File: src/rtl/core_pkg.sv
// core_pkg: shared size encodings and FSM state type for the memory-stage L1D interface.
package core_pkg;
   localparam logic [1:0] MEM_SZ_B   = 2'b00;
   localparam logic [1:0] MEM_SZ_H   = 2'b01;
   localparam logic [1:0] MEM_SZ_W   = 2'b10;
   localparam logic [1:0] MEM_SZ_ILL = 2'b11;
   typedef enum logic [1:0] {IDLE, REQ, RESP} mem_state_t;
endpackage

File: src/rtl/core_mem_align.sv
// core_mem_align: byte-lane logic; request side uses the live op, response side the registered op.
module core_mem_align
   import core_pkg::*;
(
   input  logic [1:0]  req_size,
   input  logic [1:0]  req_ofs,
   input  logic [31:0] req_wdata,
   input  logic [1:0]  rsp_size,
   input  logic [1:0]  rsp_ofs,
   input  logic [31:0] rsp_rdata,
   output logic        aligned,
   output logic [3:0]  be,
   output logic [31:0] wdata_rep,
   output logic [31:0] rdata_al
);
   logic [31:0] sh;
   always_comb begin
      aligned   = (req_size == MEM_SZ_B) | ((req_size == MEM_SZ_H) & ~req_ofs[0]) |
                  ((req_size == MEM_SZ_W) & (req_ofs == 2'b00));
      be        = (req_size == MEM_SZ_B) ? 4'b0001 << req_ofs :
                  (req_size == MEM_SZ_H) ? 4'b0011 << req_ofs : 4'b1111;
      wdata_rep = (req_size == MEM_SZ_B) ? {4{req_wdata[7:0]}} :
                  (req_size == MEM_SZ_H) ? {2{req_wdata[15:0]}} : req_wdata;
      sh        = rsp_rdata >> {rsp_ofs, 3'b000};
      rdata_al  = (rsp_size == MEM_SZ_B) ? {24'h0, sh[7:0]} :
                  (rsp_size == MEM_SZ_H) ? {16'h0, sh[15:0]} : sh;
   end
endmodule

File: src/rtl/core_mem_s.sv
// core_mem_s: memory-stage FSM issuing single L1D requests; define CORE_MEM_TIMEOUT_EN
// to abandon a request that sees no ack within 2^TMO_W-1 cycles.
module core_mem_s
   import core_pkg::*;
#(
   parameter int TMO_W = 8
) (
   input  logic        clk,
   input  logic        rst,
   input  logic        mem_valid_in,
   input  logic        mem_we_in,
   input  logic [1:0]  mem_size_in,
   input  logic [31:0] mem_addr_in,
   input  logic [31:0] mem_wdata_in,
   input  logic        mem_kill_in,
   output logic        l1d_req_out,
   output logic        l1d_we_out,
   output logic [31:0] l1d_addr_out,
   output logic [3:0]  l1d_be_out,
   output logic [31:0] l1d_wdata_out,
   input  logic        l1d_ack_in,
   input  logic [31:0] l1d_rdata_in,
   output logic [31:0] mem_data_out,
   output logic        mem_ack_out,
   output logic        mem_stall_out,
   output logic        mem_misalign_out,
   output logic        mem_err_out
);
   mem_state_t  state;
   logic        aligned, accept, drop, tmo;
   logic [1:0]  size_q, ofs_q;
   logic [3:0]  be;
   logic [31:0] wrep, rdal;

   core_mem_align u_align (
      .req_size (mem_size_in),
      .req_ofs  (mem_addr_in[1:0]),
      .req_wdata(mem_wdata_in),
      .rsp_size (size_q),
      .rsp_ofs  (ofs_q),
      .rsp_rdata(l1d_rdata_in),
      .aligned  (aligned),
      .be       (be),
      .wdata_rep(wrep),
      .rdata_al (rdal)
   );

   assign accept        = (state == IDLE) & mem_valid_in & ~mem_kill_in & aligned;
   assign mem_stall_out = accept | (state == REQ);

`ifdef CORE_MEM_TIMEOUT_EN
   logic [TMO_W-1:0] cnt;
   assign tmo = &cnt[TMO_W-1:1] & ~cnt[0];
   always_ff @(posedge clk or posedge rst)
      if (rst) begin
         cnt         <= '0;
         mem_err_out <= 1'b0;
      end else begin
         cnt         <= (state == REQ) ? cnt + 1'b1 : '0;
         mem_err_out <= (state == REQ) & ~l1d_ack_in & tmo;
      end
`else
   // TMO_W only sizes the timeout counter, so without it no timeout can fire
   assign tmo         = TMO_W < 1;
   assign mem_err_out = 1'b0;
`endif

   always_ff @(posedge clk or posedge rst)
      if (rst) begin
         state            <= IDLE;
         l1d_req_out      <= 1'b0;
         l1d_we_out       <= 1'b0;
         l1d_addr_out     <= '0;
         l1d_be_out       <= '0;
         l1d_wdata_out    <= '0;
         mem_data_out     <= '0;
         mem_ack_out      <= 1'b0;
         mem_misalign_out <= 1'b0;
         drop             <= 1'b0;
         size_q           <= '0;
         ofs_q            <= '0;
      end else begin
         mem_misalign_out <= (state == IDLE) & mem_valid_in & ~mem_kill_in & ~aligned;
         mem_ack_out      <= 1'b0;
         if (state == IDLE) begin
            if (accept) begin
               state         <= REQ;
               l1d_req_out   <= 1'b1;
               l1d_we_out    <= mem_we_in;
               l1d_addr_out  <= {mem_addr_in[31:2], 2'b00};
               l1d_be_out    <= be;
               l1d_wdata_out <= wrep;
               size_q        <= mem_size_in;
               ofs_q         <= mem_addr_in[1:0];
               drop          <= 1'b0;
            end
         end else if (state == REQ) begin
            if (mem_kill_in) drop <= 1'b1;
            if (l1d_ack_in) begin
               state       <= RESP;
               l1d_req_out <= 1'b0;
               // a kill landing with the ack still counts as a flush
               if (~(drop | mem_kill_in)) begin
                  mem_ack_out  <= 1'b1;
                  mem_data_out <= l1d_we_out ? 32'h0 : rdal;
               end
            end else if (tmo) begin
               state       <= IDLE;
               l1d_req_out <= 1'b0;
            end
         end else begin
            state <= IDLE;
         end
      end
endmodule
File: config.mk
export PLATFORM = sky130hd
export DESIGN_NAME = core_mem_s
export DESIGN_NICKNAME = d
export VERILOG_FILES = /design/src/rtl/core_pkg.sv /design/src/rtl/core_mem_align.sv /design/src/rtl/core_mem_s.sv
export SDC_FILE = /design/constraint.sdc
export NUM_CORES = 1
export LEC_CHECK = 0
export ABC_AREA = 0
export ABC_CLOCK_PERIOD_IN_PS = 4200
export CORE_MARGIN = 1
export CORE_UTILIZATION = 44
export CTS_CLUSTER_SIZE = 20
export DETAILED_ROUTE_END_ITERATION = 16
export MAX_ROUTING_LAYER = met4
export PLACE_DENSITY = 0.81
export SYNTH_ARGS = -nofsm -noshare
export SYNTH_HDL_FRONTEND = slang
export SYNTH_SLANG_ARGS = --single-unit
File: constraint.sdc
create_clock -name clk -period 4.2 [get_ports clk]
set_input_delay 0.84 -clock clk [delete_from_list [all_inputs] [get_ports clk]]
set_output_delay 0.84 -clock clk [all_outputs]
set_load 0.02 [all_outputs]
==> impl_metrics.tcl, run 1 <==
set metrics [dict create \
    period_needed_ns 3.534 \
    grt_first_pass_wirelength_um 21910 \
    use_met2 0.3557 \
    syn2layout_area_growth_pct 47.53 \
    slew_headroom 0.1535 \
    setup_violations 0 \
    start_util 0.4523 \
    die_width_um 110.6 \
    vias 3821 \
    clockBufferDepth 2 \
    die_area_mm2 0.01222 \
    synth-seq-cells 109 \
    yosysSeqAreaShare 0.5259 \
    endpoint_kind "output port" \
    synth_commonest_cells "dfrtp_1 (109), mux2_4 (45), mux2_2 (41)" \
    drtIter0Drc 261 \
    synthDistinctLibCells 32 \
    p_leak_nw 3.461 \
    synth_top_cells_by_area "dfrtp_1 (53%), mux2_4 (13%), mux2_2 (8.9%)" \
    grt_usage 0.2349 \
    cts_root_buf "clkbuf_16" \
    timing.hold.ws_ns 0.4914 \
    num-nets-final 681 \
    coreArea_mm2 0.01147 \
    synth_top_area_share 0.5259 \
    tns_ns 0 \
    routed_wirelength_um 13260 \
    ios 210 \
    rsz0062_at_grt "no" \
    grt_pass1_vias 4035 \
    ys_async_sr_fraction 1.000 \
    skew_ns 0.006535 \
    pwr_density_cell_mw_per_mm2 538.2 \
    drv_slew 0 \
    antenna_found_initial 0 \
    cts_resized 0 \
    fin_crit_sh 0.8413 \
    cts_buffers 9 \
    grt_start_max_net_pins 75 \
    use_met3 0.06422 \
    ir_worst_vdd_mv 0.5637 \
    routedWlPerCell_um 18.38 \
    gr-total-overflow 0 \
    gp_congestion 0.8711 \
    cp_data_arrival_time_ns 2.69 \
    antenna_left 0 \
    yosysWarnings 0 \
    cts_tree "done" \
    worst_ep_required_time_ns 3.36 \
    ys.flop_type "dfrtp_1" \
    syn_area_per_cell_um2 13.68 \
    postSynthCellCount 379 \
    hold_violations 0 \
    clk_pin_slew_ns 0.07 \
    htreeDepth 3 \
    die_h_um 110.6 \
    rrSetupSlack_ns 1.95 \
    drive_gt1_frac 0.1972 \
    syn_area_mm2 0.005186 \
    port_buffers 206 \
    worstSetupPathType "in2out" \
    via_per_inst 5.300 \
    hp-class "reg2reg" \
    synth_top_area_cell "dfrtp_1" \
    postCtsSetupBuffers 0 \
    first_pass_iters 4 \
    status "finished clean" \
    cap_violations 0 \
    numClockSinks 109 \
    grt_use_met1 0.2984 \
    path_max_fanout 3 \
    synth_edf_count 0 \
    finalNonFillerCells 721 \
    start_kind "primary input" \
    postCtsHoldBufs 0 \
    synth.most_common_cell "dfrtp_1" \
    fillers 884 \
    tightest_slew_ns 1.270 \
    clk_latency_ns 0.35 \
    post-place-cells 705 \
    std_cell_rows 39 \
    n_antenna_cell 0 \
    drcViolationCount 0 \
    hpwl_um 9687 \
    busiest_layer "met2" \
    max_freq_ghz 0.2830 \
]
-- final timing paths --
kind | cells past startpoint | from | endpoint
max | 5 | mem_kill_in | mem_stall_out
min | 1 | drop$_DFFE_PP0P_ | drop$_DFFE_PP0P_
max reg2reg | 3 | ofs_q[0]$_DFFE_PP0P_ | mem_data_out[9]$_DFFE_PP0P_
min reg2reg | 1 | drop$_DFFE_PP0P_ | drop$_DFFE_PP0P_
max in group asynchronous | 3 | rst | l1d_be_out[0]$_DFFE_PP0P_
min in group asynchronous | 2 | rst | l1d_addr_out[6]$_DFFE_PP0P_
-- routing by layer --
metal / wire length, um / vias up / share of wire
met5: 0 / - / 0
met4: 450 / 0 / 0.034
met3: 827 / 31 / 0.062
met2: 6273 / 154 / 0.47
met1: 5704 / 1871 / 0.43
li1: - / 1765 / -
-- cells by family (layout without fill, tap and decap cells) --
group | after synthesis | in the layout | synth area share
muxes | 111 | 111 | 0.2676
DFF | 109 | 109 | 0.5259
AOI/OAI and AO/OA | 71 | 71 | 0.1062
and+or+nand+nor | 45 | 45 | 0.05066
buffers and inverters | 38 | 235 | 0.03933
adders and majority gates | 4 | 4 | 0.009651
other | 1 | 3 | 0.0007231
-- registers in the layout, summed over array words and instances (netlist names), 2 cells and up --
signal / count
state: 2
size_q: 2
l1d_wdata_out: 32
ofs_q: 2
mem_data_out: 32
l1d_addr_out: 30
l1d_be_out: 4
-- worst max-delay path, cell delays in order --
cell	delay, ns
clkdlybuf4s50_1	0.43
or4b_1	0.54
nand3b_4	0.20
nand2_1	0.09
clkdlybuf4s50_1	0.60
-- layout make-up --
type / instances / area, um^2 / share of cell area
clock inverters: 7 / 96.34 / 0.01259
clock buffers: 9 / 225.2 / 0.02944
repair buffers: 212 / 2132 / 0.2787
well taps: 143 / 178.9 / 0.02339
inverters: 7 / 28.78 / 0.003761
flip-flops and latches: 109 / 2728 / 0.3565
multi-input cells: 234 / 2262 / 0.2957
-- metrics by stage --
| stage | cell area (um^2) | utilization | setup slack (ns) | power, W |
|---|---|---|---|---|
| floorplan | 5194 | - | 0.4861 | 0.002421 |
| global placement | 7330 | 0.6392 | 0.6796 | 0.003187 |
| detailed placement | 7330 | 0.6392 | 0.6679 | 0.003229 |
| CTS | 7651 | 0.6672 | 0.6546 | 0.004162 |
| global route | 7651 | 0.6672 | 0.5915 | 0.004311 |
| finish | 7651 | 0.6672 | 0.6665 | 0.004118 |
-- cells in the final DEF, fill, tap and decap left out, drive strengths merged --
cell type,n
or3b,1
nor3,1
nor2b,12
nand2b,2
o21ai,18
clkbuf,9
mux2,86
a21oi,1
dfrtp,109
a22o,8
o2bb2ai,9
bufinv,2
a32o,8
clkdlybuf4s50,206
buf,6
a2bb2oi,8
clkinv,3
inv,9
a211o,11
or4b,1
or4,1
ha,4
nor4,1
conb,3
nand3b,2
nand2,19
mux2i,25
o31ai,8
or2,2
nor2,3
-- power by group --
group / internal [W] / leakage, nW / switching, W / total [W]
Sequential: 0.00134 / 1.36 / 0.000220 / 0.00156
Combinational: 0.000929 / 1.94 / 0.000721 / 0.00165
Clock: 0.000526 / 0.160 / 0.000385 / 0.000911
Note: power is estimated with default switching activity, not from simulation.
==> run 2: changes to the inputs <==
--- a/config.mk
+++ b/config.mk
@@ -6,7 +6,7 @@
 export NUM_CORES = 1
 export LEC_CHECK = 0
 export ABC_AREA = 0
-export ABC_CLOCK_PERIOD_IN_PS = 4200
+export ABC_CLOCK_PERIOD_IN_PS = 3500
 export CORE_MARGIN = 1
 export CORE_UTILIZATION = 44
 export CTS_CLUSTER_SIZE = 20
==> constraint.sdc (replaced) <==
create_clock -name clk -period 3.5 [get_ports clk]
set_input_delay 0.7 -clock clk [delete_from_list [all_inputs] [get_ports clk]]
set_output_delay 0.7 -clock clk [all_outputs]
set_load 0.02 [all_outputs]
==> run 2 against run 1 <==
Against the previous run:
- critical path depth is the same
- global-route usage increased by 0.46 points
- first-iteration DRC count fell by 17%
- count of clock-buffer cells in the layout rose by 3
- via count is 0.39% lower
- largest power group unchanged
- core utilization is 0.25 points higher
- total power up 21%
==> impl_metrics.tcl, run 2 (same netlist as run 1, synthesis figures left out) <==
set metrics [dict create \
    start_util 0.4523 \
    coreArea_mm2 0.01147 \
    rsz0062_at_grt "no" \
    tns_ns 0 \
    top_regs "l1d_wdata_out x32, mem_data_out x32, l1d_addr_out x30" \
    skew_ns 0.006768 \
    antenna_found_initial 0 \
    grt_use_met1 0.3063 \
    postCtsHoldBufs 0 \
    crit_path_cell_trace "clkdlybuf4s50_1 > or4b_1 > nand3b_4 > nand2_1 > clkdlybuf4s50_1" \
    tightest_slew_ns 1.020 \
    cts_resized 0 \
    cp_data_arrival_time_ns 2.54 \
    cap_violations 0 \
    final_cell_mix "clkdlybuf4s50_1 (206), dfrtp_1 (109), mux2_4 (45)" \
    drv_slew 0 \
    ir_worst_vdd_mv 0.3803 \
    crit_buf_inv 2 \
    antenna_left 0 \
    drtIter0Drc 217 \
    die_area_mm2 0.01222 \
    use_met2 0.3656 \
    p_leak_nw 3.473 \
    drcViolationCount 0 \
    clk_pin_slew_ns 0.06 \
    path_max_fanout 3 \
    drive_gt1_frac 0.1997 \
    hold_violations 0 \
    worst_ep_required_time_ns 2.80 \
    gp_congestion 0.8643 \
    grt_usage 0.2396 \
    final_common_cell "clkdlybuf4s50_1" \
    routed_wirelength_um 13530 \
    cp_slowest_cell "clkdlybuf4s50_1" \
    num-nets-final 684 \
    grt_start_max_net_pins 75 \
    die_h_um 110.6 \
    grt_pass1_vias 4194 \
    seq_area_mm2 0.002728 \
    postCtsSetupBuffers 0 \
    htreeDepth 3 \
    syn2layout_area_growth_pct 48.08 \
    routedWlPerCell_um 18.69 \
    multi_input_area_mm2 0.002262 \
    slew_headroom 0.3199 \
    clk_latency_ns 0.35 \
    worstSetupPathType "in2out" \
    start_kind "primary input" \
    n_antenna_cell 0 \
    busiest_layer "met2" \
    cts_root_buf "clkbuf_16" \
    fillers 878 \
    die_width_um 110.6 \
    std_cell_rows 39 \
    status "finished clean" \
    use_met3 0.05159 \
    cts_buffers 9 \
    grt_first_pass_wirelength_um 22470 \
    endpoint_kind "output port" \
    max_freq_ghz 0.3089 \
    numClockSinks 109 \
    port_buffers 206 \
    ios 210 \
    cts_tree "done" \
    pwr_density_cell_mw_per_mm2 646.2 \
    clockBufferDepth 2 \
    gr-total-overflow 0 \
    critPathTopFamily "buffers and inverters" \
    slowest_delay_ns 0.61 \
    via_per_inst 5.257 \
    crit_path_frequent_cell "clkdlybuf4s50_1" \
    vias 3806 \
    hp-class "reg2reg" \
    hpwl_um 9975 \
    fin_crit_sh 0.9250 \
    first_pass_iters 4 \
    timing.hold.ws_ns 0.4948 \
    setup_violations 0 \
    period_needed_ns 3.237 \
]
## run 2: changes by cell type in the layout (fill, tap and decap cells not counted)
cell / previous run / this run
inv_4: 1 / 0
clkbuf_1: 0 / 1
clkinvlp_4: 0 / 1
inv_6: 2 / 0
buf_4: 4 / 7
clkinv_4: 1 / 0
clkbuf_8: 0 / 2
## run 2: report_power, final
group / internal [W] / leakage, nW / switching (W)
registers: 0.00160 / 1.36 / 0.000229
logic: 0.00112 / 1.95 / 0.000905
clock network: 0.000664 / 0.163 / 0.000444
## run 2: area by class of cell
class	instances	share of cell area
sequential	109	0.3552
clock inverter	4	0.009123
inverter	7	0.003910
tap	143	0.02330
clock buffer	12	0.03340
multi-input combinational	234	0.2946
timing repair buffer	215	0.2805
## run 2: stage by stage
step	setup slack (ns)	std cells	instance area, um^2	util	total power (W)
6_report	0.2626	724	7680	0.6697	0.004963
5_1_grt	0.2011	724	7680	0.6697	0.005198
4_1_cts	0.2643	724	7680	0.6697	0.005013
3_5_place_dp	0.2756	708	7353	0.6412	0.003880
3_3_place_gp	0.2495	708	7353	0.6412	0.003823
2_1_floorplan	0.9882	381	5197	-	0.002906
## run 2: routing by layer
metal	up-vias	wire length [um]	part of all wire
li1	1767	-	-
met2	143	6624	0.49
met1	1866	5708	0.42
met4	0	494	0.037
met3	30	705	0.052
met5	-	0	0
## run 2: final timing paths
check | from | endpoint | slack, ns | cells past startpoint
worst max-delay path | mem_kill_in | mem_stall_out | 0.26 | 5
worst min-delay path | mem_data_out[15]$_DFFE_PP0P_ | mem_data_out[15]$_DFFE_PP0P_ | 0.49 | 1
worst max register to register | ofs_q[1]$_DFFE_PP0P_ | mem_data_out[26]$_DFFE_PP0P_ | 1.28 | 3
worst min register to register | mem_data_out[15]$_DFFE_PP0P_ | mem_data_out[15]$_DFFE_PP0P_ | 0.49 | 1
max in group asynchronous | rst | l1d_addr_out[16]$_DFFE_PP0P_ | 2.10 | 3
min in group asynchronous | rst | l1d_addr_out[24]$_DFFE_PP0P_ | 0.58 | 2
